## config.mk

```make
export PLATFORM = sky130hd
export DESIGN_NAME = vga_layer_mixer
export DESIGN_NICKNAME = d
export VERILOG_FILES = /design/src/rtl/vga_layer_mixer.sv
export SDC_FILE = /design/constraint.sdc
export NUM_CORES = 1
export LEC_CHECK = 0
export ABC_AREA = 1
export CAP_MARGIN = 40
export CORE_MARGIN = 2
export CORE_UTILIZATION = 40
export CTS_CLUSTER_DIAMETER = 100
export DETAILED_ROUTE_END_ITERATION = 10
export HOLD_SLACK_MARGIN = 0.06
export PLACE_DENSITY_LB_ADDON = 0.1
export SYNTH_ARGS = -nofsm -noshare
export SYNTH_HDL_FRONTEND = slang
export SYNTH_SLANG_ARGS = --single-unit
```

## constraint.sdc

```tcl
create_clock -name VGA_CLK -period 4.7 [get_ports VGA_CLK]
set_clock_uncertainty 0.05 [all_clocks]
set_input_delay 0.94 -clock VGA_CLK [delete_from_list [all_inputs] [get_ports VGA_CLK]]
set_output_delay 0.94 -clock VGA_CLK [all_outputs]
set_load 0.01 [all_outputs]
```

## src/rtl/vga_layer_mixer.sv

```systemverilog
// rtl/vga_layer_mixer.sv - VGA raster timing plus N-layer compositor with frame-latched mix mode
// Optional MIXER_SATURATE_EN: additive mix clamps per channel instead of wrapping.
module vga_layer_mixer #(
  parameter int N_LAYERS  = 3,
  parameter int COLOR_W   = 8,
  parameter int LAYER_LAT = 1,
  parameter int H_DISP    = 640,
  parameter int H_FP      = 16,
  parameter int H_SYNC    = 96,
  parameter int H_BP      = 48,
  parameter int V_DISP    = 480,
  parameter int V_FP      = 10,
  parameter int V_SYNC    = 2,
  parameter int V_BP      = 33
) (
  input  logic                            VGA_CLK,
  input  logic                            reset,
  input  logic                            mode,
  input  logic [N_LAYERS-1:0]             layer_en,
  input  logic [N_LAYERS*3*COLOR_W-1:0]   layer_rgb,
  output logic [11:0]                     CounterX,
  output logic [11:0]                     CounterY,
  output logic                            vga_h_sync,
  output logic                            vga_v_sync,
  output logic                            vga_blank,
  output logic                            vga_sync,
  output logic [COLOR_W-1:0]              vga_R,
  output logic [COLOR_W-1:0]              vga_G,
  output logic [COLOR_W-1:0]              vga_B,
  output logic                            frame_tick
);

  localparam int H_TOT  = H_DISP + H_FP + H_SYNC + H_BP;
  localparam int V_TOT  = V_DISP + V_FP + V_SYNC + V_BP;
  localparam int SUM_W  = COLOR_W + $clog2(N_LAYERS);
  localparam int PIX_W  = 3 * COLOR_W;
  localparam int PIPE_W = 4 + N_LAYERS;
  localparam logic [PIPE_W-1:0] PIPE_RST = {1'b1, 1'b1, 1'b0, 1'b0, {N_LAYERS{1'b1}}};

  logic                frame_start;
  logic                raw_hs, raw_vs, raw_disp;
  logic                shadow_mode;
  logic [N_LAYERS-1:0] shadow_en;
  logic [PIPE_W-1:0]   stage_in, stage_out;
  logic                d_hs, d_vs, d_disp, d_mode;
  logic [N_LAYERS-1:0] d_en;
  logic [PIX_W-1:0]    layer_px [N_LAYERS];
  logic [SUM_W-1:0]    sum_r, sum_g, sum_b;
  logic [PIX_W-1:0]    pri_px, mix_px;

  always_ff @(posedge VGA_CLK) begin
    if (reset) begin
      CounterX <= '0;
      CounterY <= '0;
    end else if (CounterX == 12'(H_TOT - 1)) begin
      CounterX <= '0;
      CounterY <= (CounterY == 12'(V_TOT - 1)) ? '0 : CounterY + 12'd1;
    end else begin
      CounterX <= CounterX + 12'd1;
    end
  end

  assign frame_start = (CounterX == '0) && (CounterY == '0);
  assign raw_hs   = !((CounterX >= 12'(H_DISP + H_FP)) && (CounterX < 12'(H_DISP + H_FP + H_SYNC)));
  assign raw_vs   = !((CounterY >= 12'(V_DISP + V_FP)) && (CounterY < 12'(V_DISP + V_FP + V_SYNC)));
  assign raw_disp = (CounterX < 12'(H_DISP)) && (CounterY < 12'(V_DISP));
  assign frame_tick = !reset && (CounterX == 12'(H_TOT - 1)) && (CounterY == 12'(V_TOT - 1));
  assign vga_sync = 1'b1;

  always_ff @(posedge VGA_CLK) begin
    if (reset) begin
      shadow_mode <= 1'b0;
      shadow_en   <= '1;
    end else if (frame_start) begin
      shadow_mode <= mode;
      shadow_en   <= layer_en;
    end
  end

  // Mix controls travel with the pixel so frame boundaries switch exactly at pixel (0,0).
  assign stage_in = {raw_hs, raw_vs, raw_disp,
                     frame_start ? mode : shadow_mode,
                     frame_start ? layer_en : shadow_en};

  generate
    if (LAYER_LAT == 0) begin : g_no_pipe
      assign stage_out = stage_in;
    end else begin : g_pipe
      logic [PIPE_W-1:0] pipe [LAYER_LAT];
      always_ff @(posedge VGA_CLK) begin
        if (reset) begin
          for (int i = 0; i < LAYER_LAT; i++) pipe[i] <= PIPE_RST;
        end else begin
          pipe[0] <= stage_in;
          for (int i = 1; i < LAYER_LAT; i++) pipe[i] <= pipe[i-1];
        end
      end
      assign stage_out = pipe[LAYER_LAT-1];
    end
  endgenerate

  assign {d_hs, d_vs, d_disp, d_mode, d_en} = stage_out;

  function automatic logic [COLOR_W-1:0] reduce_ch(input logic [SUM_W-1:0] s);
`ifdef MIXER_SATURATE_EN
    return (s > SUM_W'((1 << COLOR_W) - 1)) ? '1 : s[COLOR_W-1:0];
`else
    return s[COLOR_W-1:0];
`endif
  endfunction

  always_comb begin
    sum_r  = '0;
    sum_g  = '0;
    sum_b  = '0;
    pri_px = '0;
    for (int i = 0; i < N_LAYERS; i++) begin
      layer_px[i] = layer_rgb[i*PIX_W +: PIX_W];
      if (d_en[i]) begin
        sum_r = sum_r + SUM_W'(layer_px[i][PIX_W-1 -: COLOR_W]);
        sum_g = sum_g + SUM_W'(layer_px[i][2*COLOR_W-1 -: COLOR_W]);
        sum_b = sum_b + SUM_W'(layer_px[i][COLOR_W-1:0]);
      end
    end
    // Walk from lowest priority up so layer 0 overrides last.
    for (int i = N_LAYERS - 1; i >= 0; i--) begin
      if (d_en[i] && (layer_px[i] != '0)) pri_px = layer_px[i];
    end
    mix_px = d_mode ? pri_px : {reduce_ch(sum_r), reduce_ch(sum_g), reduce_ch(sum_b)};
  end

  always_ff @(posedge VGA_CLK) begin
    if (reset) begin
      vga_h_sync <= 1'b1;
      vga_v_sync <= 1'b1;
      vga_blank  <= 1'b0;
      vga_R      <= '0;
      vga_G      <= '0;
      vga_B      <= '0;
    end else begin
      vga_h_sync <= d_hs;
      vga_v_sync <= d_vs;
      vga_blank  <= d_disp;
      {vga_R, vga_G, vga_B} <= d_disp ? mix_px : '0;
    end
  end

endmodule
```

==> summary.txt, run 1 <==
Floorplan
  – Initial Utilization: 0.410
  – Die W: roughly 120 µm
  – Die Height: approximately 120 µm
  – Rows: 43
  – I/O pin cnt: approximately 130
  – Die ar.: about 15000 µm²
  – Core Area: 13900 µm²

Synthesis
  – Cells after synthesis: 960
  – Netlist Area Pre-Place: between 5000 and 6000 µm²
  – Sequential area share after synthesis: 0.204
  – FF+latch count, synth: 58
  – Mapped Avg Cell Area: just under 6 µm²
  – Asr flop ratio synth: 0
  – EDFF count, synth: 0
  – Synth cell types: 48
  – Syn_nets: approximately 1100
  – Top FF cell, synth: dfxtp_1
  – Yosys Warn Count: 0

STA
  – Fin crit share: 0.858
  – Fin crit period: 4030 ps
  – Minimum hold slack: 364 ps
  – Max-slew headroom: 0.553
  – Endpoints failing setup: 0
  – RSZ-0062 raised after global routing: false
  – Fin Setup TNS: 0 ps
  – Max-slew violation count: 0
  – Final Hold Viols: 0
  – Measured slew at the worst slew-check pin: about 670 ps
  – Max Fclk: ~0.25 GHz

Layout
  – P&R area growth vs syn: 31.0%
  – Commonest non-fill, non-tap cells in the layout: nand2_1 (275), inv_1 (129), clkdlybuf4s50_1 (129)
  – Layout cell share with drive strength beyond 1: 0.0499
  – Filler cells: approximately 1400
  – # diodes: 0
  – Commonest non-fill, non-tap cell in the layout: nand2_1
  – Fin nets: ~1200
  – Final instance area: around 7400 µm²

Setup path
  – Crit path required time: between 4000 and 5000 ps
  – CP max FO: 5
  – CP Cell Sequence: clkdlybuf4s50_1 -> nand2_1 -> inv_1 -> ha_1 -> inv_1 -> fa_1 -> nand3b_1 -> nand3_1 -> nand3_1 -> nand3_1 -> o21ai_0 -> ha_1 -> inv_1 -> o21ai_0 -> a21oi_1 -> nand3_1 -> nand2_1 -> nor2_1 -> inv_1 -> nand2_1 -> nand3_1 -> a21oi_1
  – CP peak stage delay: ~480 ps
  – FF-to-FF End: vga_G[7]
  – Buf/Inv on CP: 5
  – R2R depth: 22
  – Startpoint types: input pin
  – CP dominant cell by count: nand3_1
  – Crit-path slowest cell: clkdlybuf4s50_1
  – Worst R2R Start: shadow_en[0]
  – Crit-path leading delay family: simple AND/OR/NAND/NOR gates
  – Reg2Reg Setup Slack: just under 1000 ps
  – Setup CP Type: in -> reg
  – CP Capture Type: flop
  – Worst EP arrival: between 4000 and 5000 ps

Outcome
  – Outcome: completed

Clock network
  – Clock Sink Count: between 50 and 60
  – CTS Buf Count: 9
  – Post-CTS setup buffers: 0
  – # hold bufs at CTS: 0
  – Worst skew pair latency: about 350 ps
  – Clock Root Buffer: clkbuf_16
  – Clk slew on worst S/H paths: roughly 60 ps
  – H-tree depth: 3
  – Post-CTS resize count: 0
  – CTS Buffer Depth: 2
  – CTS tree: done

Flow run
  – # Max-Cap Violations: 0

Pwr
  – Maximum vdd drop: between 0.00015 and 0.0002 V
  – PnR Total Power: 0.00238 W
  – Pwr dens: 319 nW/µm²
  – Leakage: between 3 and 4 nW

Hold path
  – Hold path cells: 1
  – Worst-case hold path end point: vga_v_sync
  – Hold Path Origin: g_pipe.pipe[0][5]
  – Hold WC Path Type: reg -> reg

Placement
  – Detailed placer's ending HPWL: 13.8 mm
  – Routability Congestion: 0.949
  – Buffers on Ports: ~130
  – DP Area: 7130 µm²

Global route
  – Most Crowded Layer GR: met2
  – Initial antenna violation count: 0
  – First-pass GRT wire length: around 29 mm
  – Tot GR Track Use: 0.249
  – Largest net degree at the start of global routing: 36
  – Met3 usage: 0.0480
  – Global Route met2 Usage: 0.409
  – Met1 usage: 0.319
  – Number of global-route vias before repair: between 5000 and 6000
  – Total global routing overflow: 0

Detailed routing
  – Router iterations before antenna repair: 5
  – Initial drt markers: about 400
  – Antenna Violating Nets Remaining: 0
  – Vias per inst: around 5.1
  – DR WL/cell: between 10 and 15 µm
  – DR vias: approximately 6400
  – Drt drc: 0
  – Drt total wl: ~19 mm
==> flip-flops by register name, summed over array words and instances, names as in the netlist <==
register	cells
vga_v_sync	1
vga_G	8
vga_R	8
shadow_en	2
vga_h_sync	1
vga_B	8
vga_blank	1
CounterX	12
g_pipe.pipe	5
CounterY	12
==> Yosys cell counts, drive strengths merged, types with 7 or more instances <==
master / instances / share of area
nand2: 278 / 0.18
inv: 135 / 0.089
nor2: 97 / 0.067
nand3: 92 / 0.085
a21oi: 70 / 0.062
dfxtp: 58 / 0.20
o21ai: 57 / 0.051
ha: 39 / 0.086
clkbuf: 17 / 0.011
nand4: 13 / 0.014
buf: 12 / 0.012
xor2: 12 / 0.018
nor3: 9 / 0.011
nand3b: 7 / 0.011
nor4: 7 / 0.0077
o21bai: 7 / 0.0092
or2: 7 / 0.0077
==> cells by family (layout without fill, tap and decap cells) <==
family,after synthesis,after routing,share of synthesized area
buffers and inverters,165,287,0.113
other,1,1,0.000660
adder cells (fa/ha/maj),45,45,0.107
AO/OA/AOI/OAI,157,157,0.152
flip-flops,58,58,0.204
AND/OR/NAND/NOR,519,519,0.400
XOR/XNOR,15,15,0.0231
==> power by group <==
| group | switching, W | internal (W) |
|---|---|---|
| logic | 0.000658 | 0.000446 |
| clock network | 0.000257 | 0.000474 |
| registers | 0.0000138 | 0.000531 |
| total | 0.000928 | 0.00145 |
==> worst reg2reg max path, stage by stage (launching register included) <==
cell	delay [ps]
dfxtp_1	320
buf_4	380
nand2_1	140
inv_1	110
ha_1	170
inv_1	60
fa_1	390
nand3b_1	190
nand3_1	130
nand3_1	80
nand3_1	80
o21ai_0	120
ha_1	400
inv_1	60
o21ai_0	230
a21oi_1	130
nand3_1	100
nand2_1	50
nor2_1	160
inv_1	70
nand2_1	70
nand3_1	60
a21oi_1	120
==> worst max path at each step <==
stage                     to  cells past startpoint          from  slack [ps]
finish              vga_G[7]                     22  layer_rgb[8]         670
floorplan           vga_G[7]                     20  layer_rgb[8]        1260
CTS                 vga_G[7]                     22  layer_rgb[8]         720
global route        vga_G[7]                     22  layer_rgb[8]         300
detailed placement  vga_G[7]                     21  layer_rgb[8]         360
global placement    vga_G[7]                     21  layer_rgb[8]         460
==> stage by stage <==
stage / cells / worst slack [ps] / util
2_1_floorplan: 960 / 1260 / -
3_3_place_gp: 1246 / 463 / 0.513
3_5_place_dp: 1247 / 358 / 0.514
4_1_cts: 1262 / 717 / 0.537
5_1_grt: 1262 / 298 / 0.537
6_report: 1262 / 670 / 0.537
==> metal layers <==
metal	up-vias	routed length (µm)
li1	3356	-
met2	208	8300
met5	-	0
met3	28	1430
met4	0	500
met1	2851	8410
==> area by class of cell <==
| class | count | area [µm²] | area share |
|---|---|---|---|
| Multi-Input combinational cell | 737 | 3880 | 0.521 |
| Timing Repair Buffer | 136 | 1350 | 0.181 |
| Sequential cell | 58 | 1160 | 0.156 |
| Inverter | 136 | 510 | 0.0685 |
| Clock buffer | 10 | 239 | 0.0321 |
| Tap cell | 180 | 225 | 0.0302 |
| Clock inverter | 5 | 78.8 | 0.0106 |
(Power assumes the default switching activity.)
==> inputs of run 2 (changes only) <==
- TNS_END_PERCENT: not set -> 20
- clock period: 4.7 -> 4 ns (I/O delays scaled with it)
==> run 2 against run 1 <==
Net effect:
- largest cell class unchanged
- non-clock buffer count grew 19
- critical endpoint unchanged
- flip-flop and latch count is the same
- total power grew 21%
- critical path depth is the same
- worst hold slack gained 7.6 ps
- sequential share of layout area shrank 0.43 points
- worst setup slack lost 370 ps
- die area is the same
- clock power grew 18%
- global-route usage grew 0.14 points
==> summary.txt, run 2 (same netlist as run 1, synthesis figures left out) <==
Setup path
  – Worst EP arrival: 3920 ps
  – Startpoint types: input pin
  – Setup CP Type: in -> reg
  – CP max FO: 3
  – CP Capture Type: flop
  – Crit path required time: around 4200 ps

Floorplan
  – Initial Utilization: 0.410
  – Die Height: ~120 µm
  – Die ar.: 15200 µm²
  – Rows: 43
  – Core Area: 13900 µm²
  – Die W: ~120 µm
  – I/O pin cnt: roughly 130

STA
  – RSZ-0062 raised after global routing: true
  – Max-slew headroom: 0.527
  – Measured slew at the worst slew-check pin: roughly 710 ps
  – Max-slew violation count: 0
  – Final Hold Viols: 0
  – Endpoints failing setup: 0
  – Minimum hold slack: 372 ps
  – Fin crit share: 0.924
  – Max Fclk: between 0.2 and 0.3 GHz
  – Fin crit period: roughly 3700 ps

Pwr
  – Pwr dens: around 380 nW/µm²
  – Leakage: between 3 and 4 nW
  – Maximum vdd drop: about 0.00022 V

Clock network
  – Clock Root Buffer: clkbuf_16
  – Worst skew pair latency: 340 ps
  – CTS Buf Count: 9
  – CTS tree: done
  – Clk slew on worst S/H paths: ~50 ps
  – Clock Sink Count: 58
  – # hold bufs at CTS: 0
  – CTS Buffer Depth: 2
  – H-tree depth: 3

Layout
  – P&R area growth vs syn: 34.7%
  – Fin nets: 1220
  – # diodes: 0
  – Final core area utilization: 0.552
  – Regs by FF count: CounterX: 12 flops, CounterY: 12 flops
  – Layout cell share with drive strength beyond 1: 0.0771
  – Commonest non-fill, non-tap cell in the layout: nand2_1
  – Commonest non-fill, non-tap cells in the layout: nand2_1 (274), inv_1 (129), clkdlybuf4s50_1 (129)

Global route
  – Largest net degree at the start of global routing: 36
  – First-pass GRT wire length: between 20 and 30 mm
  – Number of global-route vias before repair: 5958
  – Tot GR Track Use: 0.250
  – Total global routing overflow: 0
  – Initial antenna violation count: 0

Flow run
  – # Max-Cap Violations: 0

Placement
  – Buffers on Ports: 129
  – Detailed placer's ending HPWL: approximately 14 mm
  – Routability Congestion: 0.923

Detailed routing
  – Drt drc: 0
  – Antenna Violating Nets Remaining: 0
  – Drt total wl: roughly 18 mm
  – Router iterations before antenna repair: 6
  – Initial drt markers: between 500 and 600
  – DR WL/cell: ~14 µm
  – DR vias: 6464
  – Vias per inst: between 5 and 6

Hold path
  – Hold WC Path Type: reg -> reg

Outcome
  – Outcome: completed
run 2: worst paths after layout:
path | from | endpoint | slack, ps | cells past startpoint
setup / recovery | layer_rgb[8] | vga_G[7] | 300 | 22
hold reg to reg | g_pipe.pipe[0][6] | vga_h_sync | 370 | 1
hold / removal | g_pipe.pipe[0][6] | vga_h_sync | 370 | 1
setup reg to reg | shadow_en[0] | vga_R[7] | 550 | 22
run 2: final cells by class:
type / instances / area (µm²)
Fill cell: 1403 / 6220
Clock inverter: 6 / 90.1
Timing Repair Buffer: 155 / 1490
Tap cell: 180 / 225
Inverter: 136 / 510
Sequential cell: 58 / 1160
Clock buffer: 10 / 239
Multi-Input combinational cell: 737 / 3940
run 2: critical path, cell delays in order:
cell and delay (ps):
clkdlybuf4s50_1 480, nand2_1 70, inv_1 100, ha_1 160
inv_1 50, fa_1 370, nand3b_1 200, nand3_2 100
nand4_1 110, nand3_1 90, nand3_1 100, and2_1 170
ha_1 290, inv_1 80, o21bai_1 70, a21oi_1 160
a21oi_1 100, nor2_2 150, inv_1 50, nand2_1 60
nand3_1 60, a21oi_1 110
run 2: through the flow:
step           setup slack (ps)  TNS (ps)  area, µm²  cells  total power [W]
3_5_place_dp               -106      -375       7270   1266          0.00198
5_1_grt                   -15.3     -19.3       7660   1282          0.00310
4_1_cts                     237         0       7600   1282          0.00286
2_1_floorplan               696         0       5690    960          0.00154
6_report                    303         0       7660   1282          0.00288
3_3_place_gp              -69.5      -259       7260   1265          0.00197
run 2: timing repair:
| item | in CTS | in global routing |
|---|---|---|
| setup endpoints to repair | 0 | 6 |
| endpoints found under the hold margin | 0 | 0 |
| gates resized for setup | 0 | 13 |
| setup buffers | 0 | 0 |
run 2: metal layers:
metal,share of wire,global-route usage,vias to the layer above
met5,0,0,-
met4,0.025,0.108,0
met3,0.078,0.0517,31
met2,0.45,0.407,203
met1,0.45,0.320,2844
li1,-,-,3386
run 2: report_power, final:
part           switching, W  total (W)  internal [W]
logic              0.000783    0.00137      0.000583
registers         0.0000218   0.000645      0.000623
clock network      0.000302   0.000864      0.000563
